**src/rtl/enc_8b_rr_if.sv**
```systemverilog
// rtl/enc_8b_rr_if.sv - request mask in, granted index stream out
`timescale 1ns/1ps
interface enc_8b_rr_if;
  logic [7:0] req_i;
  logic       req_valid_i;
  logic       req_ready_o;
  logic [2:0] idx_o;
  logic       idx_valid_o;
  logic       idx_last_o;
  logic       idx_ready_i;

  // Encoder side: consumes masks, produces indices
  modport slave (
    input  req_i,
    input  req_valid_i,
    output req_ready_o,
    output idx_o,
    output idx_valid_o,
    output idx_last_o,
    input  idx_ready_i
  );

  // Driver side: produces masks, consumes indices
  modport master (
    output req_i,
    output req_valid_i,
    input  req_ready_o,
    input  idx_o,
    input  idx_valid_o,
    input  idx_last_o,
    output idx_ready_i
  );
endinterface

```
**src/rtl/enc_8b_rr.sv**
```systemverilog
// rtl/enc_8b_rr.sv - round-robin mask-to-index stream encoder
`timescale 1ns/1ps
module enc_8b_rr (
  input  logic        clk_i,
  input  logic        rst_i,
  enc_8b_rr_if.slave  bus
);

  typedef enum logic [0:0] {
    IDLE = 1'b0,
    BUSY = 1'b1
  } state_t;

  state_t     state_q, state_d;
  logic [7:0] pending_q, pending_d;
  logic [2:0] ptr_q, ptr_d;
  logic [2:0] idx_q, idx_d;
  logic       idx_valid_q, idx_valid_d;
  logic       idx_last_q, idx_last_d;

  logic       handshake;
  logic [2:0] ptr_next;
  logic [7:0] pending_clr;

  // First set bit of m scanning upward from p, wrapping 7 -> 0
  function automatic logic [2:0] first_from(input logic [7:0] m, input logic [2:0] p);
    logic       found;
    logic [2:0] j;
    first_from = p;
    found      = 1'b0;
    for (int i = 0; i < 8; i++) begin
      j = p + i[2:0];
      if (!found && m[j]) begin
        first_from = j;
        found      = 1'b1;
      end
    end
  endfunction

  // True when exactly one bit of m is set
  function automatic logic single_bit(input logic [7:0] m);
    single_bit = (m != 8'h00) && ((m & (m - 8'h01)) == 8'h00);
  endfunction

  assign handshake   = idx_valid_q && bus.idx_ready_i;
  assign ptr_next    = idx_q + 3'd1;
  assign pending_clr = pending_q & ~(8'h01 << idx_q);

  // Next-state: load a mask in IDLE, retire one index per handshake in BUSY
  always_comb begin
    state_d     = state_q;
    pending_d   = pending_q;
    ptr_d       = ptr_q;
    idx_d       = idx_q;
    idx_valid_d = idx_valid_q;
    idx_last_d  = idx_last_q;
    case (state_q)
      IDLE: begin
        // Zero masks are swallowed here without leaving IDLE
        if (bus.req_valid_i && (bus.req_i != 8'h00)) begin
          state_d     = BUSY;
          pending_d   = bus.req_i;
          idx_d       = first_from(bus.req_i, ptr_q);
          idx_valid_d = 1'b1;
          idx_last_d  = single_bit(bus.req_i);
        end
      end
      BUSY: begin
        if (handshake) begin
          pending_d = pending_clr;
          ptr_d     = ptr_next;
          if (idx_last_q) begin
            state_d     = IDLE;
            idx_valid_d = 1'b0;
            idx_last_d  = 1'b0;
          end else begin
            // Next index is ready in the same cycle, so beats stay back-to-back
            idx_d      = first_from(pending_clr, ptr_next);
            idx_last_d = single_bit(pending_clr);
          end
        end
      end
      default: begin
        state_d = IDLE;
      end
    endcase
  end

  // State and output registers with synchronous reset
  always_ff @(posedge clk_i) begin
    if (rst_i) begin
      state_q     <= IDLE;
      pending_q   <= 8'h00;
      ptr_q       <= 3'd0;
      idx_q       <= 3'd0;
      idx_valid_q <= 1'b0;
      idx_last_q  <= 1'b0;
    end else begin
      state_q     <= state_d;
      pending_q   <= pending_d;
      ptr_q       <= ptr_d;
      idx_q       <= idx_d;
      idx_valid_q <= idx_valid_d;
      idx_last_q  <= idx_last_d;
    end
  end

  assign bus.req_ready_o = (state_q == IDLE) && !rst_i;
  assign bus.idx_o       = idx_q;
  assign bus.idx_valid_o = idx_valid_q;
  assign bus.idx_last_o  = idx_last_q;

endmodule

```
**src/flat_wrapper.sv**
```systemverilog
// flat-port wrapper written by rule: the top's interface ports become plain ports
module enc_8b_rr_flat 
  (clk_i, rst_i, bus_req_i, bus_req_valid_i, bus_req_ready_o, bus_idx_o, bus_idx_valid_o, bus_idx_last_o, bus_idx_ready_i);
  enc_8b_rr_if bus_i ();
  input  logic clk_i;
  input  logic rst_i;
  input wire logic [$bits(bus_i.req_i)-1:0] bus_req_i;
  input wire logic [$bits(bus_i.req_valid_i)-1:0] bus_req_valid_i;
  output wire logic [$bits(bus_i.req_ready_o)-1:0] bus_req_ready_o;
  output wire logic [$bits(bus_i.idx_o)-1:0] bus_idx_o;
  output wire logic [$bits(bus_i.idx_valid_o)-1:0] bus_idx_valid_o;
  output wire logic [$bits(bus_i.idx_last_o)-1:0] bus_idx_last_o;
  input wire logic [$bits(bus_i.idx_ready_i)-1:0] bus_idx_ready_i;
  assign bus_i.req_i = bus_req_i;
  assign bus_i.req_valid_i = bus_req_valid_i;
  assign bus_req_ready_o = bus_i.req_ready_o;
  assign bus_idx_o = bus_i.idx_o;
  assign bus_idx_valid_o = bus_i.idx_valid_o;
  assign bus_idx_last_o = bus_i.idx_last_o;
  assign bus_i.idx_ready_i = bus_idx_ready_i;
  enc_8b_rr u_core (.clk_i(clk_i), .rst_i(rst_i), .bus(bus_i));
endmodule
```
**config.mk**
```make
export PLATFORM = sky130hd
export DESIGN_NAME = enc_8b_rr_flat
export DESIGN_NICKNAME = d
export VERILOG_FILES = /design/src/rtl/enc_8b_rr_if.sv /design/src/rtl/enc_8b_rr.sv /design/src/flat_wrapper.sv
export SDC_FILE = /design/constraint.sdc
export NUM_CORES = 1
export LEC_CHECK = 0
export ABC_AREA = 1
export BUFFER_PORTS_ARGS = -buffer_cell sky130_fd_sc_hd__buf_2
export CAP_MARGIN = 20
export CORE_MARGIN = 2
export CORE_UTILIZATION = 30
export CTS_BUF_LIST = sky130_fd_sc_hd__clkbuf_16
export DETAILED_ROUTE_END_ITERATION = 10
export PLACE_DENSITY_LB_ADDON = 0.1
export SYNTH_ARGS = -nofsm -noshare
export SYNTH_HDL_FRONTEND = slang
export SYNTH_SLANG_ARGS = --single-unit
```
**constraint.sdc**
```tcl
create_clock -name clk_i -period 2.83 [get_ports clk_i]
set_input_delay 0.1415 -clock clk_i [delete_from_list [all_inputs] [get_ports clk_i]]
set_output_delay 0.1415 -clock clk_i [all_outputs]
set_load 0.005 [all_outputs]
```
==> run_summary.xml, run 1 <==
<?xml version="1.0" encoding="UTF-8"?>
<metrics>
  <group name="outcome">
    <metric name="run_status" unit="">completed</metric>
  </group>
  <group name="die">
    <metric name="starting_utilization_of_the_core_area" unit="">0.305</metric>
    <metric name="die_h" unit="µm">94.7</metric>
    <metric name="fp.dieArea" unit="µm²">8960</metric>
    <metric name="row_count" unit="">33</metric>
    <metric name="die_width" unit="µm">94.7</metric>
    <metric name="io-pin-count" unit="">18</metric>
    <metric name="core" unit="µm²">8090</metric>
  </group>
  <group name="cts">
    <metric name="clk-insertion-delay-late" unit="ns">0.25</metric>
    <metric name="cts_sinks" unit="">17</metric>
    <metric name="cts-buffers-inserted" unit="">3</metric>
    <metric name="htreeDepth" unit="">1</metric>
    <metric name="post_cts_resize_count" unit="">0</metric>
    <metric name="cts_setup_buffers" unit="">0</metric>
    <metric name="clock_tree_from_tritoncts" unit="">done</metric>
    <metric name="clock_slew_at_the_register_clock_pins_of_the_worst_setup_and_hold_paths" unit="ns">0.06</metric>
    <metric name="maximum_buffer_depth_of_the_clock_tree" unit="">2</metric>
    <metric name="clockRootBuffer" unit="">clkbuf_16</metric>
    <metric name="hold_buffers" unit="">0</metric>
  </group>
  <group name="setup_path">
    <metric name="r2r.worst_path.cells" unit="">17</metric>
    <metric name="worstSetupStartpoint" unit="">u_core.bus.idx_o[0]$_SDFFE_PP0P_</metric>
    <metric name="timing.reg2reg.setup_slack" unit="ns">0.34</metric>
    <metric name="cp.required" unit="ns">3.01</metric>
    <metric name="critPathLaunchType" unit="">register</metric>
    <metric name="worst_setup_path_end_kind" unit="">register</metric>
    <metric name="reg2reg_to" unit="">u_core.bus.idx_o[2]$_SDFFE_PP0P_</metric>
    <metric name="critical_path.reg2reg.startpoint" unit="">u_core.bus.idx_o[0]$_SDFFE_PP0P_</metric>
    <metric name="worstPathMaxFanout" unit="">8</metric>
    <metric name="classification_of_the_worst_setup_path" unit="">reg2reg</metric>
    <metric name="worst_ep_arrival_time" unit="ns">2.67</metric>
  </group>
  <group name="sta">
    <metric name="final_hold_viol_count" unit="">0</metric>
    <metric name="setup_repair_after_global_routing_missed_its_margin" unit="">no</metric>
    <metric name="worst_slew_pin_slew" unit="ns">0.429</metric>
    <metric name="holdWs" unit="ns">0.110</metric>
    <metric name="finClkSkew" unit="ns">0.0101</metric>
    <metric name="setup_ws" unit="ns">0.340</metric>
    <metric name="post-route-period-util" unit="">0.880</metric>
    <metric name="fin_setup_tns" unit="ns">0</metric>
    <metric name="slew_headroom" unit="">0.713</metric>
    <metric name="number_of_setup_violations_in_the_final_report" unit="">0</metric>
    <metric name="final_max_slew_viol_count" unit="">0</metric>
    <metric name="post-route-min-period" unit="ns">2.49</metric>
    <metric name="fmaxAchievable" unit="GHz">0.402</metric>
  </group>
  <group name="routing">
    <metric name="detail_route.drc_violations" unit="">0</metric>
    <metric name="route.final.wire_length" unit="mm">7.19</metric>
    <metric name="routed_vias_inst" unit="">4.82</metric>
    <metric name="via_count_of_the_routed_design" unit="">2637</metric>
    <metric name="drt_iter0_drc" unit="">128</metric>
    <metric name="post_drt_wl_per_cell" unit="µm">13.1</metric>
    <metric name="antenna_violating_nets_left" unit="">0</metric>
    <metric name="dr.pass1.iters" unit="">5</metric>
  </group>
  <group name="min_path">
    <metric name="hold_path_startpoint" unit="">rst_i</metric>
    <metric name="timing.hold.worst_path_depth" unit="">2</metric>
    <metric name="timing.hold.worst_endpoint" unit="">u_core.bus.idx_valid_o$_SDFFE_PP0P_</metric>
    <metric name="min-delay-path-class" unit="">in2reg</metric>
  </group>
  <group name="logic_synthesis">
    <metric name="postSynthNetCount" unit="">443</metric>
    <metric name="synth_sequential_area_ratio" unit="">0.138</metric>
    <metric name="synth_warn" unit="">0</metric>
    <metric name="synthFlopType" unit="">dfxtp_1</metric>
    <metric name="synthesis.area_per_instance" unit="µm²">5.86</metric>
    <metric name="synth.distinct_cells" unit="">45</metric>
    <metric name="synth_edf_count" unit="">0</metric>
    <metric name="synth_area" unit="µm²">2470</metric>
    <metric name="postSynth.asyncResetShare" unit="">0</metric>
    <metric name="ys_ff_latch" unit="">17</metric>
    <metric name="syn-instance-count" unit="">421</metric>
  </group>
  <group name="global_routing">
    <metric name="grt_pass1_wl" unit="mm">12.5</metric>
    <metric name="grt_antenna_before_repair" unit="">0</metric>
    <metric name="grt_pass1_vias" unit="">2577</metric>
    <metric name="grt_overflow" unit="">0</metric>
    <metric name="largest_net_degree_at_the_start_of_global_routing" unit="">17</metric>
    <metric name="globalRouteTotalUtil" unit="">0.176</metric>
  </group>
  <group name="layout">
    <metric name="post_route_cells_drive_above_1_share" unit="">0.188</metric>
    <metric name="finalNetCount" unit="">465</metric>
    <metric name="layout_common_cells" unit="">nand2_1, nand3_1, inv_1</metric>
    <metric name="syn2layout_area_growth" unit="%">14.2</metric>
    <metric name="finish.cell_count_without_fillers" unit="">547</metric>
    <metric name="number_of_fillers_in_the_final_layout" unit="">938</metric>
    <metric name="antenna-diode-count" unit="">0</metric>
    <metric name="layout.cells.most_common" unit="">nand2_1</metric>
  </group>
  <group name="job">
    <metric name="maxCapViolations" unit="">0</metric>
  </group>
  <group name="power_and_ir_drop">
    <metric name="power.share.sequential" unit="">0.175</metric>
    <metric name="p_clk_frac" unit="">0.180</metric>
    <metric name="share_comb_of_total_power" unit="">0.645</metric>
    <metric name="cellLeakagePower" unit="µW">0.00138</metric>
    <metric name="power.switching" unit="µW">813</metric>
    <metric name="fin_total_pwr" unit="µW">1640</metric>
    <metric name="p_int" unit="µW">827</metric>
    <metric name="p_per_area" unit="nW/µm²">583</metric>
    <metric name="power_switching_share" unit="">0.496</metric>
    <metric name="ir_worst_vdd" unit="mV">0.224</metric>
  </group>
  <group name="placed_design">
    <metric name="gp_congestion" unit="">0.834</metric>
    <metric name="portBuffers" unit="">17</metric>
    <metric name="dp.final_hpwl" unit="mm">5.88</metric>
    <metric name="place_ws" unit="ns">0.0497</metric>
    <metric name="placed_cells_incl_taps" unit="">543</metric>
  </group>
</metrics>
## synth_stat cells (5+ instances only)
master	n	area share
o21ai_0	26	0.053
buf_6	5	0.023
nand3_2	8	0.032
ha_1	10	0.051
inv_1	43	0.065
a21oi_1	19	0.039
a31oi_1	7	0.018
nand2_2	10	0.025
o21ai_1	6	0.012
nand4_1	7	0.018
dfxtp_1	17	0.14
nand2_1	125	0.19
nand3_1	62	0.13
nor2_1	23	0.035
## power groups by stage
| stage | sequential [µW] | clock [µW] | combinational [µW] |
|---|---|---|---|
| CTS | 286 | 301 | 1030 |
| global placement | 290 | 0 | 1030 |
| detailed placement | 291 | 0 | 1030 |
| global route | 292 | 310 | 1210 |
| finish | 287 | 295 | 1060 |
| floorplan | 290 | 0 | 804 |
## worst max-delay path, cell delays in order (launching register included)
cell and delay, ns:
dfxtp_2 0.35, ha_1 0.25, ha_4 0.39, xor2_2 0.27
inv_1 0.10, nand2_1 0.08, nand2_1 0.12, inv_1 0.13
nand3_1 0.14, nand3_1 0.12, nand2_1 0.06, nand2_1 0.05
nand2_1 0.04, nand2_1 0.05, nand2_1 0.06, nand2_1 0.06
nand2_1 0.06, a21oi_2 0.11
## state kept, by name, indices dropped and copies added (netlist names)
register,flops
u_core.pending_q,8
u_core.bus.idx_o,3
u_core.ptr_q,3
u_core.bus.idx_last_o,1
u_core.bus.idx_valid_o,1
u_core.state_q,1
## metal layers
layer  wire (µm)  vias to the layer above  GRT usage
li1            -                     1441          -
met1        3770                     1166      0.250
met2        3300                       26      0.297
met3          93                        4     0.0192
met4          23                        0     0.0145
met5           0                        -          0
## stage by stage
stage	util	cell area, µm²
after floorplan	-	2470
after CTS	0.342	2770
final	0.348	2820
after global placement	0.332	2690
after global routing	0.348	2820
after detailed placement	0.332	2690
## worst max-delay path by stage
stage	endpoint	slack [ns]	cells after the start
2_1_floorplan	u_core.bus.idx_o[2]$_SDFFE_PP0P_	0.37	21
3_3_place_gp	u_core.bus.idx_o[2]$_SDFFE_PP0P_	0.05	17
3_5_place_dp	u_core.bus.idx_o[2]$_SDFFE_PP0P_	0.05	17
4_1_cts	u_core.bus.idx_o[2]$_SDFFE_PP0P_	0.006	17
5_1_grt	u_core.bus.idx_o[1]$_SDFFE_PP0P_	0.04	17
6_report	u_core.bus.idx_o[2]$_SDFFE_PP0P_	0.34	17
## cell families after synthesis
family / after synthesis / synth area share
xor+xnor: 6 / 0.0274
buf+inv: 62 / 0.114
fa+ha+maj: 10 / 0.0507
flops: 17 / 0.138
compound gates: 71 / 0.162
simple gates: 255 / 0.508
## final cells by class
type	instances	area (µm²)	share of cell area
tap	105	131	0.0467
sequential	17	343	0.122
inverter	49	186	0.0662
clock buffer	3	75.1	0.0267
clock inverter	1	7.51	0.00267
multi-input combinational	342	1890	0.671
timing repair buffer	30	183	0.0649
Note: power is estimated with default switching activity, not from simulation.
==> run 2, diff against run 1 <==
--- a/config.mk
+++ b/config.mk
@@ -13,6 +13,7 @@
 export CTS_BUF_LIST = sky130_fd_sc_hd__clkbuf_16
 export DETAILED_ROUTE_END_ITERATION = 10
 export PLACE_DENSITY_LB_ADDON = 0.1
+export REMOVE_ABC_BUFFERS = 1
 export SYNTH_ARGS = -nofsm -noshare
 export SYNTH_HDL_FRONTEND = slang
 export SYNTH_SLANG_ARGS = --single-unit
==> run_summary.xml, run 2 (same netlist as run 1, synthesis figures left out) <==
<?xml version="1.0" encoding="UTF-8"?>
<metrics>
  <group name="outcome">
    <metric name="run_status" unit="">completed</metric>
  </group>
  <group name="power_and_ir_drop">
    <metric name="ir_worst_vdd" unit="mV">0.364</metric>
    <metric name="cellLeakagePower" unit="µW">0.00137</metric>
    <metric name="p_per_area" unit="nW/µm²">580</metric>
  </group>
  <group name="placed_design">
    <metric name="gp_congestion" unit="">0.791</metric>
    <metric name="place_ws" unit="ns">0.102</metric>
    <metric name="placed_cells_incl_taps" unit="">543</metric>
    <metric name="dp.final_hpwl" unit="mm">5.67</metric>
    <metric name="portBuffers" unit="">17</metric>
  </group>
  <group name="sta">
    <metric name="slew_headroom" unit="">0.698</metric>
    <metric name="post-route-min-period" unit="ns">2.57</metric>
    <metric name="fmaxAchievable" unit="GHz">0.389</metric>
    <metric name="setup_repair_after_global_routing_missed_its_margin" unit="">no</metric>
    <metric name="setup_ws" unit="ns">0.261</metric>
    <metric name="final_hold_viol_count" unit="">0</metric>
    <metric name="number_of_setup_violations_in_the_final_report" unit="">0</metric>
    <metric name="finClkSkew" unit="ns">0.00559</metric>
    <metric name="final_max_slew_viol_count" unit="">0</metric>
    <metric name="holdWs" unit="ns">0.109</metric>
    <metric name="post-route-period-util" unit="">0.908</metric>
    <metric name="fin_setup_tns" unit="ns">0</metric>
    <metric name="worst_slew_pin_slew" unit="ns">0.452</metric>
  </group>
  <group name="setup_path">
    <metric name="classification_of_the_worst_setup_path" unit="">reg2reg</metric>
    <metric name="worstPathMaxFanout" unit="">7</metric>
    <metric name="worst_ep_arrival_time" unit="ns">2.71</metric>
    <metric name="worst_path_largest_cell_delay" unit="ns">0.40</metric>
    <metric name="critPathLaunchType" unit="">register</metric>
    <metric name="path_cells" unit="">ha_1 &gt; ha_2 &gt; xnor2_1 &gt; inv_1 &gt; nand2_1 &gt; nand2_1 &gt; nand4_4 &gt; nor2_4 &gt; nand2_1 &gt; nand4_1 &gt; a21o_1 &gt; a21oi_1 &gt; nor2_1</metric>
    <metric name="crit_slowest_cell" unit="">dfxtp_2</metric>
    <metric name="worst_setup_path_end_kind" unit="">register</metric>
    <metric name="critical-path-top-cell-by-count" unit="">nand2_1</metric>
    <metric name="cp.required" unit="ns">2.97</metric>
  </group>
  <group name="routing">
    <metric name="detail_route.drc_violations" unit="">0</metric>
    <metric name="via_count_of_the_routed_design" unit="">2703</metric>
    <metric name="route.final.wire_length" unit="mm">6.94</metric>
    <metric name="routed_vias_inst" unit="">4.94</metric>
    <metric name="drt_iter0_drc" unit="">130</metric>
    <metric name="antenna_violating_nets_left" unit="">0</metric>
    <metric name="dr.pass1.iters" unit="">4</metric>
    <metric name="post_drt_wl_per_cell" unit="µm">12.7</metric>
  </group>
  <group name="cts">
    <metric name="clockRootBuffer" unit="">clkbuf_16</metric>
    <metric name="htreeDepth" unit="">1</metric>
    <metric name="cts-buffers-inserted" unit="">3</metric>
    <metric name="cts_sinks" unit="">17</metric>
    <metric name="hold_buffers" unit="">0</metric>
    <metric name="clk-insertion-delay-late" unit="ns">0.25</metric>
    <metric name="maximum_buffer_depth_of_the_clock_tree" unit="">2</metric>
    <metric name="post_cts_resize_count" unit="">0</metric>
    <metric name="cts_setup_buffers" unit="">0</metric>
    <metric name="clock_tree_from_tritoncts" unit="">done</metric>
    <metric name="clock_slew_at_the_register_clock_pins_of_the_worst_setup_and_hold_paths" unit="ns">0.06</metric>
  </group>
  <group name="die">
    <metric name="row_count" unit="">33</metric>
    <metric name="fp.dieArea" unit="µm²">8960</metric>
    <metric name="die_width" unit="µm">94.7</metric>
    <metric name="starting_utilization_of_the_core_area" unit="">0.305</metric>
    <metric name="die_h" unit="µm">94.7</metric>
    <metric name="io-pin-count" unit="">18</metric>
    <metric name="core" unit="µm²">8090</metric>
  </group>
  <group name="global_routing">
    <metric name="largest_net_degree_at_the_start_of_global_routing" unit="">17</metric>
    <metric name="grt_overflow" unit="">0</metric>
    <metric name="globalRouteTotalUtil" unit="">0.166</metric>
    <metric name="grt_antenna_before_repair" unit="">0</metric>
    <metric name="grt_pass1_wl" unit="mm">12.0</metric>
    <metric name="grt_pass1_vias" unit="">2558</metric>
  </group>
  <group name="layout">
    <metric name="finish.cell_count_without_fillers" unit="">547</metric>
    <metric name="number_of_fillers_in_the_final_layout" unit="">940</metric>
    <metric name="syn2layout_area_growth" unit="%">13.0</metric>
    <metric name="layout_common_cells" unit="">nand2_1, nand3_1, inv_1</metric>
    <metric name="utilization" unit="">0.344</metric>
    <metric name="finalNetCount" unit="">465</metric>
    <metric name="largest_register" unit="">u_core.pending_q</metric>
    <metric name="largest_register_ff_count" unit="">8</metric>
    <metric name="layout.cells.most_common" unit="">nand2_1</metric>
    <metric name="post_route_cells_drive_above_1_share" unit="">0.183</metric>
    <metric name="antenna-diode-count" unit="">0</metric>
  </group>
  <group name="job">
    <metric name="maxCapViolations" unit="">0</metric>
  </group>
  <group name="min_path">
    <metric name="min-delay-path-class" unit="">in2reg</metric>
  </group>
</metrics>
## run 2: changes by cell type in the layout (fill, tap and decap cells not counted), sizes merged
cell and change:
clkinv +1, clkinvlp -1
## run 2: layout make-up
class	count	area, µm²	share of cell area
repair buffers	30	183	0.0656
well taps	105	131	0.0471
multi-input cells	342	1860	0.669
flip-flops and latches	17	343	0.123
clock buffers	3	75.1	0.0269
inverters	49	186	0.0669
clock inverters	1	5.00	0.00180
## run 2: worst paths after layout
path / slack [ns] / cells after the start / from / to
setup / recovery: 0.26 / 13 / u_core.bus.idx_o[1]$_SDFFE_PP0P_ / u_core.bus.idx_o[0]$_SDFFE_PP0P_
hold / removal: 0.11 / 2 / rst_i / u_core.bus.idx_valid_o$_SDFFE_PP0P_
setup reg to reg: 0.26 / 13 / u_core.bus.idx_o[1]$_SDFFE_PP0P_ / u_core.bus.idx_o[0]$_SDFFE_PP0P_
hold reg to reg: 0.49 / 2 / u_core.bus.idx_last_o$_SDFFE_PP0P_ / u_core.bus.idx_last_o$_SDFFE_PP0P_
## run 2: layer usage
metal / track usage / up-vias / routed length [µm]
met5: 0 / - / 0
met4: 0.0217 / 0 / 51
met3: 0.0200 / 4 / 246
met2: 0.285 / 50 / 3180
met1: 0.227 / 1212 / 3450
li1: - / 1437 / -
## run 2: stage by stage
step                      cell area (µm²)  power [µW]
final                                2790        1620
after global routing                 2790        1780
after CTS                            2770        1610
after detailed placement             2690        1320
after global placement               2690        1320
after floorplan                      2370        1070
## run 2: worst max-delay path: cells and delay by family (launching register included)
kind | cells | cell delay [ns]
xor+xnor | 1 | 0.34
flops | 1 | 0.40
buf+inv | 1 | 0.10
simple gates | 7 | 0.77
compound gates | 2 | 0.31
fa+ha+maj | 2 | 0.55
## run 2: power by group
group          leakage (µW)  switching (µW)  internal, µW
clock             0.0000409             102           189
combinational       0.00119             668           367
sequential         0.000141            25.9           264
total               0.00137             797           821
